`config.mk`:
```
export PLATFORM = sky130hd
export DESIGN_NAME = ps2_text_writer
export DESIGN_NICKNAME = d
export VERILOG_FILES = /design/src/rtl/ps2_text_pkg.sv /design/src/rtl/ps2_scancode_ascii.sv /design/src/rtl/ps2_text_writer.sv
export SDC_FILE = /design/constraint.sdc
export NUM_CORES = 1
export LEC_CHECK = 0
export ABC_CLOCK_PERIOD_IN_PS = 3600
export BUFFER_PORTS_ARGS = -buffer_cell sky130_fd_sc_hd__buf_2
export CAP_MARGIN = 25
export CORE_ASPECT_RATIO = 1.75
export CORE_MARGIN = 3
export CORE_UTILIZATION = 43
export DETAILED_ROUTE_END_ITERATION = 6
export GPL_TIMING_DRIVEN = 0
export SYNTH_ARGS = -nofsm -noshare
export SYNTH_HDL_FRONTEND = slang
export SYNTH_SLANG_ARGS = --single-unit
```
`constraint.sdc`:
```
create_clock -name clk -period 3.6 [get_ports clk]
set_input_delay 0.36 -clock clk [delete_from_list [all_inputs] [get_ports clk]]
set_output_delay 0.36 -clock clk [all_outputs]
set_load 0.02 [all_outputs]
```
`src/rtl/ps2_text_pkg.sv`:
```
// Shared types and constants for the PS/2 to text-buffer path.
// States, set-2 scan codes and the ASCII fill value used by backspace.
package ps2_text_pkg;

    typedef enum logic [1:0] {
        S_IDLE  = 2'd0,
        S_BREAK = 2'd1,
        S_EXT   = 2'd2,
        S_WRITE = 2'd3
    } state_t;

    localparam logic [7:0] SC_BREAK  = 8'hF0;
    localparam logic [7:0] SC_EXT    = 8'hE0;
    localparam logic [7:0] SC_LSHIFT = 8'h12;
    localparam logic [7:0] SC_RSHIFT = 8'h59;
    localparam logic [7:0] SC_ENTER  = 8'h5A;
    localparam logic [7:0] SC_BKSP   = 8'h66;
    localparam logic [7:0] SC_UP     = 8'h75;
    localparam logic [7:0] SC_DOWN   = 8'h72;
    localparam logic [7:0] SC_LEFT   = 8'h6B;
    localparam logic [7:0] SC_RIGHT  = 8'h74;

    localparam logic [7:0] ASCII_SPACE = 8'h20;

    function automatic logic is_shift(input logic [7:0] code);
        return (code == SC_LSHIFT) || (code == SC_RSHIFT);
    endfunction

endpackage

```
`src/rtl/ps2_scancode_ascii.sv`:
```
// Combinational set-2 scan code to ASCII lookup; returns 0 for unmapped codes.
// Covers letters, digits, space and the basic punctuation keys.
module ps2_scancode_ascii
    import ps2_text_pkg::*;
(
    input  logic [7:0] code,
    input  logic       shift,
    output logic [7:0] ascii
);

    logic [7:0] lo;
    logic [7:0] hi;

    always_comb begin
        lo = 8'h00;
        hi = 8'h00;
        case (code)
            8'h1C: begin lo = "a"; hi = "A"; end
            8'h32: begin lo = "b"; hi = "B"; end
            8'h21: begin lo = "c"; hi = "C"; end
            8'h23: begin lo = "d"; hi = "D"; end
            8'h24: begin lo = "e"; hi = "E"; end
            8'h2B: begin lo = "f"; hi = "F"; end
            8'h34: begin lo = "g"; hi = "G"; end
            8'h33: begin lo = "h"; hi = "H"; end
            8'h43: begin lo = "i"; hi = "I"; end
            8'h3B: begin lo = "j"; hi = "J"; end
            8'h42: begin lo = "k"; hi = "K"; end
            8'h4B: begin lo = "l"; hi = "L"; end
            8'h3A: begin lo = "m"; hi = "M"; end
            8'h31: begin lo = "n"; hi = "N"; end
            8'h44: begin lo = "o"; hi = "O"; end
            8'h4D: begin lo = "p"; hi = "P"; end
            8'h15: begin lo = "q"; hi = "Q"; end
            8'h2D: begin lo = "r"; hi = "R"; end
            8'h1B: begin lo = "s"; hi = "S"; end
            8'h2C: begin lo = "t"; hi = "T"; end
            8'h3C: begin lo = "u"; hi = "U"; end
            8'h2A: begin lo = "v"; hi = "V"; end
            8'h1D: begin lo = "w"; hi = "W"; end
            8'h22: begin lo = "x"; hi = "X"; end
            8'h35: begin lo = "y"; hi = "Y"; end
            8'h1A: begin lo = "z"; hi = "Z"; end
            8'h45: begin lo = "0"; hi = ")"; end
            8'h16: begin lo = "1"; hi = "!"; end
            8'h1E: begin lo = "2"; hi = "@"; end
            8'h26: begin lo = "3"; hi = "#"; end
            8'h25: begin lo = "4"; hi = "$"; end
            8'h2E: begin lo = "5"; hi = "%"; end
            8'h36: begin lo = "6"; hi = "^"; end
            8'h3D: begin lo = "7"; hi = "&"; end
            8'h3E: begin lo = "8"; hi = "*"; end
            8'h46: begin lo = "9"; hi = "("; end
            8'h29: begin lo = ASCII_SPACE; hi = ASCII_SPACE; end
            8'h41: begin lo = ","; hi = "<"; end
            8'h49: begin lo = "."; hi = ">"; end
            8'h4A: begin lo = "/"; hi = "?"; end
            8'h4C: begin lo = ";"; hi = ":"; end
            8'h52: begin lo = 8'h27; hi = 8'h22; end
            8'h4E: begin lo = "-"; hi = "_"; end
            8'h55: begin lo = "="; hi = "+"; end
            8'h54: begin lo = "["; hi = "{"; end
            8'h5B: begin lo = "]"; hi = "}"; end
            8'h5D: begin lo = 8'h5C; hi = "|"; end
            8'h0E: begin lo = 8'h60; hi = "~"; end
            default: begin lo = 8'h00; hi = 8'h00; end
        endcase
        ascii = shift ? hi : lo;
    end

endmodule

```
`src/rtl/ps2_text_writer.sv`:
```
// Turns PS/2 set-2 scan codes into character-buffer writes and tracks the cursor.
// Optional macro PS2_TEXT_WRITER_ARROW_EN: E0-prefixed arrow keys move the cursor.
//   state   | meaning
//   S_IDLE  | waiting for a make code, shift, enter, backspace or prefix
//   S_BREAK | F0 seen, next byte is a released key
//   S_EXT   | E0 seen, next byte is an extended key
//   S_WRITE | one-cycle write strobe, cursor update applied on exit
module ps2_text_writer
    import ps2_text_pkg::*;
#(
    parameter int COLS   = 70,
    parameter int ROWS   = 30,
    parameter int ADDR_W = 12
) (
    input  logic              clk,
    input  logic              rst,
    input  logic [7:0]        code_data,
    input  logic              code_valid,
    output logic              code_ready,
    output logic              wr_en,
    output logic [ADDR_W-1:0] wr_addr,
    output logic [7:0]        wr_data,
    output logic [4:0]        cursor_row,
    output logic [6:0]        cursor_col,
    output logic [7:0]        key_count
);

    localparam logic [4:0]        LAST_ROW = 5'(ROWS - 1);
    localparam logic [6:0]        LAST_COL = 7'(COLS - 1);
    localparam logic [ADDR_W-1:0] COLS_A   = ADDR_W'(COLS);
    localparam logic [ADDR_W-1:0] ONE_A    = ADDR_W'(1);

    state_t            state_q, state_d;
    logic [4:0]        row_q, row_d;
    logic [6:0]        col_q, col_d;
    logic [ADDR_W-1:0] addr_q, addr_d;
    logic              shift_q, shift_d;
    logic [7:0]        cnt_q, cnt_d;
    logic [ADDR_W-1:0] wa_q, wa_d;
    logic [7:0]        wd_q, wd_d;
    logic [4:0]        pend_row_q, pend_row_d;
    logic [6:0]        pend_col_q, pend_col_d;
    logic [ADDR_W-1:0] pend_addr_q, pend_addr_d;
    logic              pend_print_q, pend_print_d;
    logic [7:0]        ascii;
    logic              take;

    ps2_scancode_ascii u_lut (
        .code  (code_data),
        .shift (shift_q),
        .ascii (ascii)
    );

    assign code_ready = (state_q != S_WRITE);
    assign wr_en      = (state_q == S_WRITE);
    assign take       = code_valid && code_ready;

    assign wr_addr    = wa_q;
    assign wr_data    = wd_q;
    assign cursor_row = row_q;
    assign cursor_col = col_q;
    assign key_count  = cnt_q;

    always_ff @(posedge clk or posedge rst) begin
        if (rst) state_q <= S_IDLE;
        else     state_q <= state_d;
    end

    always_comb begin
        state_d      = state_q;
        row_d        = row_q;
        col_d        = col_q;
        addr_d       = addr_q;
        shift_d      = shift_q;
        cnt_d        = cnt_q;
        wa_d         = wa_q;
        wd_d         = wd_q;
        pend_row_d   = pend_row_q;
        pend_col_d   = pend_col_q;
        pend_addr_d  = pend_addr_q;
        pend_print_d = pend_print_q;
        case (state_q)
            S_IDLE: begin
                if (take) begin
                    if (code_data == SC_BREAK) begin
                        state_d = S_BREAK;
                    end else if (code_data == SC_EXT) begin
                        state_d = S_EXT;
                    end else if (is_shift(code_data)) begin
                        shift_d = 1'b1;
                    end else if (code_data == SC_ENTER) begin
                        col_d = 7'd0;
                        if (row_q == LAST_ROW) begin
                            row_d  = 5'd0;
                            addr_d = '0;
                        end else begin
                            // start of the next row without a multiply
                            row_d  = row_q + 5'd1;
                            addr_d = addr_q - ADDR_W'(col_q) + COLS_A;
                        end
                    end else if (code_data == SC_BKSP) begin
                        if (col_q != 7'd0) begin
                            pend_row_d = row_q;
                            pend_col_d = col_q - 7'd1;
                        end else if (row_q != 5'd0) begin
                            pend_row_d = row_q - 5'd1;
                            pend_col_d = LAST_COL;
                        end else begin
                            pend_row_d = 5'd0;
                            pend_col_d = 7'd0;
                        end
                        pend_addr_d  = (addr_q == '0) ? '0 : addr_q - ONE_A;
                        pend_print_d = 1'b0;
                        wa_d         = (addr_q == '0) ? '0 : addr_q - ONE_A;
                        wd_d         = ASCII_SPACE;
                        state_d      = S_WRITE;
                    end else if (ascii != 8'h00) begin
                        if (col_q != LAST_COL) begin
                            pend_row_d  = row_q;
                            pend_col_d  = col_q + 7'd1;
                            pend_addr_d = addr_q + ONE_A;
                        end else if (row_q != LAST_ROW) begin
                            pend_row_d  = row_q + 5'd1;
                            pend_col_d  = 7'd0;
                            pend_addr_d = addr_q + ONE_A;
                        end else begin
                            pend_row_d  = 5'd0;
                            pend_col_d  = 7'd0;
                            pend_addr_d = '0;
                        end
                        pend_print_d = 1'b1;
                        wa_d         = addr_q;
                        wd_d         = ascii;
                        state_d      = S_WRITE;
                    end
                end
            end
            S_BREAK: begin
                if (take) begin
                    if (is_shift(code_data)) shift_d = 1'b0;
                    state_d = S_IDLE;
                end
            end
            S_EXT: begin
                if (take) begin
                    if (code_data == SC_BREAK) begin
                        state_d = S_BREAK;
                    end else begin
                        state_d = S_IDLE;
`ifdef PS2_TEXT_WRITER_ARROW_EN
                        case (code_data)
                            SC_UP: begin
                                if (row_q != 5'd0) begin
                                    row_d  = row_q - 5'd1;
                                    addr_d = addr_q - COLS_A;
                                end
                            end
                            SC_DOWN: begin
                                if (row_q != LAST_ROW) begin
                                    row_d  = row_q + 5'd1;
                                    addr_d = addr_q + COLS_A;
                                end
                            end
                            SC_LEFT: begin
                                if (col_q != 7'd0) begin
                                    col_d  = col_q - 7'd1;
                                    addr_d = addr_q - ONE_A;
                                end
                            end
                            SC_RIGHT: begin
                                if (col_q != LAST_COL) begin
                                    col_d  = col_q + 7'd1;
                                    addr_d = addr_q + ONE_A;
                                end
                            end
                            default: ;
                        endcase
`endif
                    end
                end
            end
            S_WRITE: begin
                row_d   = pend_row_q;
                col_d   = pend_col_q;
                addr_d  = pend_addr_q;
                if (pend_print_q) cnt_d = cnt_q + 8'd1;
                state_d = S_IDLE;
            end
            default: state_d = S_IDLE;
        endcase
    end

    always_ff @(posedge clk or posedge rst) begin
        if (rst) begin
            row_q        <= '0;
            col_q        <= '0;
            addr_q       <= '0;
            shift_q      <= 1'b0;
            cnt_q        <= '0;
            wa_q         <= '0;
            wd_q         <= '0;
            pend_row_q   <= '0;
            pend_col_q   <= '0;
            pend_addr_q  <= '0;
            pend_print_q <= 1'b0;
        end else begin
            row_q        <= row_d;
            col_q        <= col_d;
            addr_q       <= addr_d;
            shift_q      <= shift_d;
            cnt_q        <= cnt_d;
            wa_q         <= wa_d;
            wd_q         <= wd_d;
            pend_row_q   <= pend_row_d;
            pend_col_q   <= pend_col_d;
            pend_addr_q  <= pend_addr_d;
            pend_print_q <= pend_print_d;
        end
    end

endmodule
```
* After elaboration in Yosys (flattened, before gate mapping)
Memory sizes are Yosys's and may differ from the RTL's.
Cells that the tools add are included.
** Cells by class
- Add/sub/neg operators :: 9
- Bitwise gates (word level) :: 4
- Equality and inequality tests :: 25
- Multipliers :: 0
- Shift-type cells :: 0
- Reduce and logical (&&, ||, !) cells :: 15
- Muxes and demuxes :: 62
- $lt $le $gt $ge :: 0
- Divide/modulo/power cells :: 0
** Operators with widths (number)
- 12-bit 2-to-1 mux :: 13
- 7-bit 2-to-1 mux :: 10
- 5-bit 2-to-1 mux :: 12
- 8-bit by 7-bit == test with 1-bit output (second input constant) :: 3
- 8-bit 2-to-1 mux :: 3
- 12-bit case mux with 2 select lines :: 1
- 2-bit inequality test (second input constant) :: 10
- 2-bit 2-to-1 mux :: 9
- 8-bit == test (second input constant) :: 2
- 16-bit 2-to-1 mux :: 1
- 7-bit case mux with 2 select lines :: 1
- 7-bit AND reduction :: 2
- 12-bit by 1-bit adder with 12-bit output (second input constant) :: 1
- 12-bit by 7-bit adder with 12-bit output (second input constant) :: 1
- 12-bit logical NOT :: 1
- 6-bit AND reduction :: 2
- 12-bit by 1-bit subtractor with 12-bit output (second input constant) :: 1
- 12-bit by 7-bit subtractor with 12-bit output :: 1
- 5-bit inequality test (second input constant) :: 2
- 5-bit case mux with 2 select lines :: 1
- 1-bit 2-to-1 mux :: 9
- 8-bit by 1-bit adder with 8-bit output (second input constant) :: 1
- 8-bit by 5-bit == test with 1-bit output (second input constant) :: 1
- 4-bit inequality test (second input constant) :: 2
- 19 further kinds :: 25
** Storage, ports and cells
- ROM bits :: 1792
- Bits in latches :: 0
- Memory bits (writable) :: 0
- Register bits after elaboration :: 80
- Input port bits :: 11
- Memories kept :: 1
** Memories
- (name not given) :: depth 128, width 14, read ports 1, clocked after Yosys merged registers in 0, wr ports 0, line ps2_scancode_ascii.sv:17 : case (code)

* Depth between registers and ports, before layout
An unclocked memory read counts as a cell.
- Word-level depth :: 12
- Mapped depth :: 14
- Depth with buffers taken out :: 13

* Hierarchy
A second synthesis with hierarchy kept.
** Unflattened totals
- Cell total of the unflattened synthesis :: 882
- Area total of the unflattened synthesis :: 6859.1 um2
** By module, submodules not included
- ps2_text_writer :: area an instance 5353.9 um2, cells each 641, times used 1
- ps2_scancode_ascii :: area an instance 1505.2 um2, cells each 241, times used 1

* Worst setup path before layout
No wires, ideal clock.
- Path type :: register -> register
- Start :: register addr_q[1]
- End :: register addr_q[11]
- Path buffers :: 1
- Setup slack :: 0.573 ns
- Period minus slack after synthesis :: 3.027 ns
- Data arrival time :: 2.909 ns
- Setup time :: 0.118 ns
- Required time :: 3.482 ns
- Cell stages (with the launch flop) :: 15
- Cells stage by stage :: dfrtp_1 > clkbuf_1 > inv_1 > ha_1 > inv_1 > ha_1 > fa_1 > a21o_1 > a21oi_1 > o21bai_1 > a2111o_1 > a31oi_1 > o21bai_1 > xnor2_1 > a21o_1
** On the way
- Cells in the longest elaborated chain, start to end :: 9
** RTL lines
- start: declaration :: line ps2_text_writer.sv:36 : logic [ADDR_W-1:0] addr_q, addr_d;
- start signal: assignment :: line ps2_text_writer.sv:209 : addr_q <= addr_d;
- 12-bit by 7-bit subtractor with 12-bit output :: line ps2_text_writer.sv:99 : addr_d = addr_q - ADDR_W'(col_q) + COLS_A;
- 12-bit by 7-bit adder with 12-bit output :: line ps2_text_writer.sv:99
- 12-bit 2-to-1 mux :: line ps2_text_writer.sv:93 : if (row_q == LAST_ROW) begin
- 12-bit 2-to-1 mux :: line ps2_text_writer.sv:91 : end else if (code_data == SC_ENTER) begin
- 12-bit 2-to-1 mux :: line ps2_text_writer.sv:89 : end else if (is_shift(code_data)) begin
- 12-bit 2-to-1 mux :: line ps2_text_writer.sv:87 : end else if (code_data == SC_EXT) begin
- 12-bit 2-to-1 mux :: line ps2_text_writer.sv:85 : if (code_data == SC_BREAK) begin
- 12-bit 2-to-1 mux :: line ps2_text_writer.sv:84 : if (take) begin
- 12-bit case mux with 2 select lines :: line ps2_text_writer.sv:82 : case (state_q)
Every way passes these cells. The select of a mux whose other input is x is not followed.
A chain may end at the register's enable or synchronous reset.

* Worst setup path in the final report
- Start :: input code_data[1]
- End :: register pend_row_q[4]
** On the way
- Cells in the longest elaborated chain, start to end :: 6
- Elaborated cells on any way between the ends :: 18
- Those cells by class :: 6 x eq/ne; 3 x mux; 4 x bitwise; 4 x reduce/logical; 1 x memory
** RTL lines
- start: declaration :: line ps2_text_writer.sv:17 : input logic [7:0] code_data,
- memory 128 x 14 bit
- 16-bit 2-to-1 mux :: line ps2_scancode_ascii.sv:17
- 8-bit 2-to-1 mux :: line ps2_scancode_ascii.sv:68 : ascii = shift ? hi : lo;
- 8-bit nonzero test :: line ps2_text_writer.sv:117 : end else if (ascii != 8'h00) begin
- 2-bit nonzero test (no source line)
- 7-bit AND reduction (no source line)
- end signal: assignment :: line ps2_text_writer.sv:214 : pend_row_q <= pend_row_d;
- end: declaration :: line ps2_text_writer.sv:41 : logic [4:0] pend_row_q, pend_row_d;
Parallel ways exist; a longest one is shown, timed or not.

==> metrics <==
Layout area overhead 12.46%; CTS buffer count 9; Pwr per Cell Area approximately 780 mW/mm²; CORE AREA roughly 0.016 mm²; Congestion Overflow GR 0; Critical Path Start code_data[1]; Slew Limit Headroom 34.38%; hpwl dp between 15 and 20 mm; Slew @ Worst Pin 0.9768 ns; mux contribution to synthesized area about 11%; adder-cell share of the synthesized area ~7.5%; PnR worst setup slack between 0.1 and 0.15 ns; main combinational cell family by area after synthesis compound AO/OA/AOI/OAI gates; Final Hold Vio Count 23; # setup viols final 0; clock sinks just under 80; die height between 150 and 200 µm; pre-CTS setup slack -0.6019 ns; via count 6,684; CP Data Arrival Time about 3.7 ns; critical path launch point type input port; most used cell, CP buf_2; FF/Latch Area 0.001977 mm²; Slowest-stage cell, CP ha_1; M3 GR Usage a little under 4%; Synth Area in Simple Gates 19.84%; Core Rows 60; element type at the critical path end flop; Final Max Tran Viols 0; Reg2Reg Setup Slack about 0.24 ns; vias in the first global route between 6,000 and 7,000; Async SR Flop Fraction 100.0%; filler cell count in the final layout between 1,500 and 2,000; PortBufs 49; met1 Usage GRT between 20% and 30%; FF-to-FF End addr_q[11]; chip width slightly above 100 µm; drt first pass iters 5; crit path buf inv count 5; R2R depth 13; first-pass GRT wire length around 40 mm; Antenna Nets Post-Route 0; Final Wtd Congestion between 1 and 1.5; H-tree levels 3; failing checks hold timing; Final nets ~900; Clock Path Buffers 2; Fin Setup TNS 0 ns; GRT busiest layer met2; GRT Total Usage just under 30%; register area share after synthesis between 20% and 30%; routed len/inst roughly 25 µm; Post-Syn Nets approximately 840; Crit path max-delay family buffers and inverters; Netlist Area Pre-Place 0.006900 mm²; Min Hold Slack -0.01296 ns; Final Cycle Share 96.01%; Yosys cell types 86; final core utilization between 40% and 50%; crit-path max FO 10; Lkg Pwr ~3.4 nW; worst skew pair latency ~0.34 ns; routing usage on met2 between 50% and 60%; Top FF cell, synth dfrtp_1; # diodes 0; Syn Area/Cell 8.790 µm²; initial drt markers 347; Clock Pin Slew Worst Setup and Hold Paths 0.06 ns; HP Class in -> async; share of post-route cells with drive strength above 1 about a fifth; Yosys reg bits 79; WL final between 20 and 30 mm; VDD IR-drop max around 0.32 mV; Max-cap violations 0; cell count after synthesis between 700 and 800; Multi-input gate area between 0.004 and 0.005 mm²; clock skew 0.008863 ns; kind of critical path in -> reg; CP cell instances buf_2 > clkbuf_4 > inv_1 > ha_1 > buf_2 > nand2_1 > a21oi_1 > o32ai_1 > o21ai_1 > nor3_2 > nand4_1 > nand2_4 > buf_12 > mux2_4; CTS root buf clkbuf_16; complex-gate fraction of the synthesized area a little over a fifth; initial antenna violation count 0; Crit path required time 3.82 ns; outcome complete, but fails checks; Reg2Reg Launch Point addr_q[1]; IO Pins between 50 and 60; RSZ-0062 raised after global routing no; CTS tree built; Tmin final ~3.5 ns; # DRC 0; Initial Util around 44%; EDFF count, synth 0; max incr delay on CP 0.42 ns; highest clock rate between 0.2 and 0.3 GHz; xor and xnor area share after synthesis 3.046%; YS warnings 0; vias per inst ~6.4; die area between 0.015 and 0.02 mm²; largest net degree at the start of global routing 57
[synthesized netlist by cell type, types with 9 or more instances]
| library cell | instances | share of area, % |
|---|---|---|
| nand2b_1 | 16 | 1.5 |
| ha_1 | 40 | 7.3 |
| nand2_1 | 74 | 4.0 |
| inv_1 | 38 | 2.1 |
| buf_2 | 13 | 0.94 |
| a31oi_1 | 14 | 1.3 |
| nand3_1 | 18 | 1.3 |
| nor2_1 | 44 | 2.4 |
| o31ai_1 | 12 | 1.3 |
| a221oi_1 | 11 | 1.4 |
| nor3b_1 | 9 | 0.98 |
| nand4_1 | 9 | 0.82 |
| dfrtp_1 | 79 | 29 |
| clkbuf_1 | 27 | 1.5 |
| xnor2_1 | 17 | 2.2 |
| mux2_4 | 35 | 7.6 |
| mux2_2 | 11 | 1.8 |
| o21ai_0 | 48 | 3.5 |
| nor3_1 | 29 | 2.1 |
| a21oi_1 | 51 | 3.7 |
[per-layer routing]
layer	part of all wire (%)	routed length (µm)
met1	33	8344
met2	55	14000
met3	4.8	1229
met4	7.7	1962
met5	0	0
[cell type report]
cell class                 instances  area share (%)
timing repair buffer              55           3.918
sequential                        79           25.48
clock inverter                     5          0.4515
tap                              186           2.999
inverter                          39           1.919
clock buffer                      11           2.999
multi-input combinational        603           56.95
buffer                            63           5.289
[flip-flops by register name, summed over array words and instances, names as in the netlist]
register,flops
key_count,8
shift_q,1
state_q,2
pend_row_q,5
addr_q,12
cursor_row,5
pend_print_q,1
pend_col_q,7
wr_addr,12
cursor_col,7
pend_addr_q,12
wr_data,7
[cells by family (layout without fill, tap and decap cells)]
family / count (synthesis) / after routing
and+or+nand+nor: 257 / 257
AOI/OAI and AO/OA: 224 / 224
buffers and inverters: 103 / 173
DFF: 79 / 79
muxes: 56 / 56
adders and majority gates: 41 / 41
xor gates and xnor gates: 24 / 24
other: 1 / 1
[repair_timing]
item / in CTS / in global routing
pin swaps: 0 / 2
gates cloned: 0 / 0
gates resized for setup: 7 / 10
hold buffers: 0 / 0
endpoints found under the setup margin: 46 / 38
buffers inserted: 0 / 3
endpoints found under the hold margin: 0 / 0
[power by group]
part / total [mW] / switching, mW / internal [mW]
Combinational: 3.56 / 1.98 / 1.58
Clock: 0.851 / 0.383 / 0.468
Sequential: 1.65 / 0.363 / 1.28
Total: 6.06 / 2.73 / 3.33
[stage by stage]
stage / cells / area (µm²) / hold slack [ns] / power, mW
6_report: 1041 / 7760 / -0.01296 / 6.056
5_1_grt: 1041 / 7760 / 0.01036 / 6.520
4_1_cts: 1039 / 7710 / 0.0008156 / 6.035
3_5_place_dp: 1023 / 7417 / 0.3605 / 5.128
3_3_place_gp: 1020 / 7378 / 0.4569 / 5.054
2_1_floorplan: 785 / 6900 / 0.4488 / 4.207
[worst max path at each step]
stage	endpoint	slack [ns]	depth (start not counted)
CTS	pend_row_q[4]	0.01	14
global placement	pend_row_q[4]	-0.92	14
finish	pend_row_q[4]	0.14	14
detailed placement	pend_row_q[4]	-0.60	13
floorplan	addr_q[11]	0.57	14
global route	addr_q[11]	0.02	13
[layout by cell type (no fill, tap or decap), types with 6 or more instances in the layout]
| cell | netlist | routed |
|---|---|---|
| nor3b_1 | 9 | 9 |
| a21o_1 | 6 | 6 |
| inv_1 | 38 | 36 |
| nand2_1 | 74 | 73 |
| buf_2 | 13 | 63 |
| a31oi_1 | 14 | 14 |
| nand2b_1 | 16 | 16 |
| and2_1 | 6 | 6 |
| nor3_1 | 29 | 27 |
| nand4_1 | 9 | 9 |
| dfrtp_1 | 79 | 79 |
| a221oi_1 | 11 | 11 |
| a21oi_1 | 51 | 50 |
| nand3_1 | 18 | 18 |
| buf_4 | 8 | 11 |
| mux2_2 | 11 | 11 |
| ha_1 | 40 | 40 |
| a211oi_1 | 8 | 8 |
| xnor2_1 | 17 | 17 |
| o21ai_0 | 48 | 47 |
| o22a_1 | 6 | 6 |
| o21ai_1 | 6 | 7 |
| clkbuf_1 | 27 | 26 |
| mux2_4 | 35 | 35 |
| mux2i_1 | 8 | 6 |
| o22ai_1 | 8 | 8 |
| and3_1 | 8 | 8 |
| o31ai_1 | 12 | 12 |
| clkbuf_16 | 0 | 9 |
| xor2_1 | 7 | 7 |
| nor2_1 | 44 | 44 |
| nor2b_1 | 8 | 8 |
| buf_6 | 8 | 8 |
(Power assumes the default switching activity.)
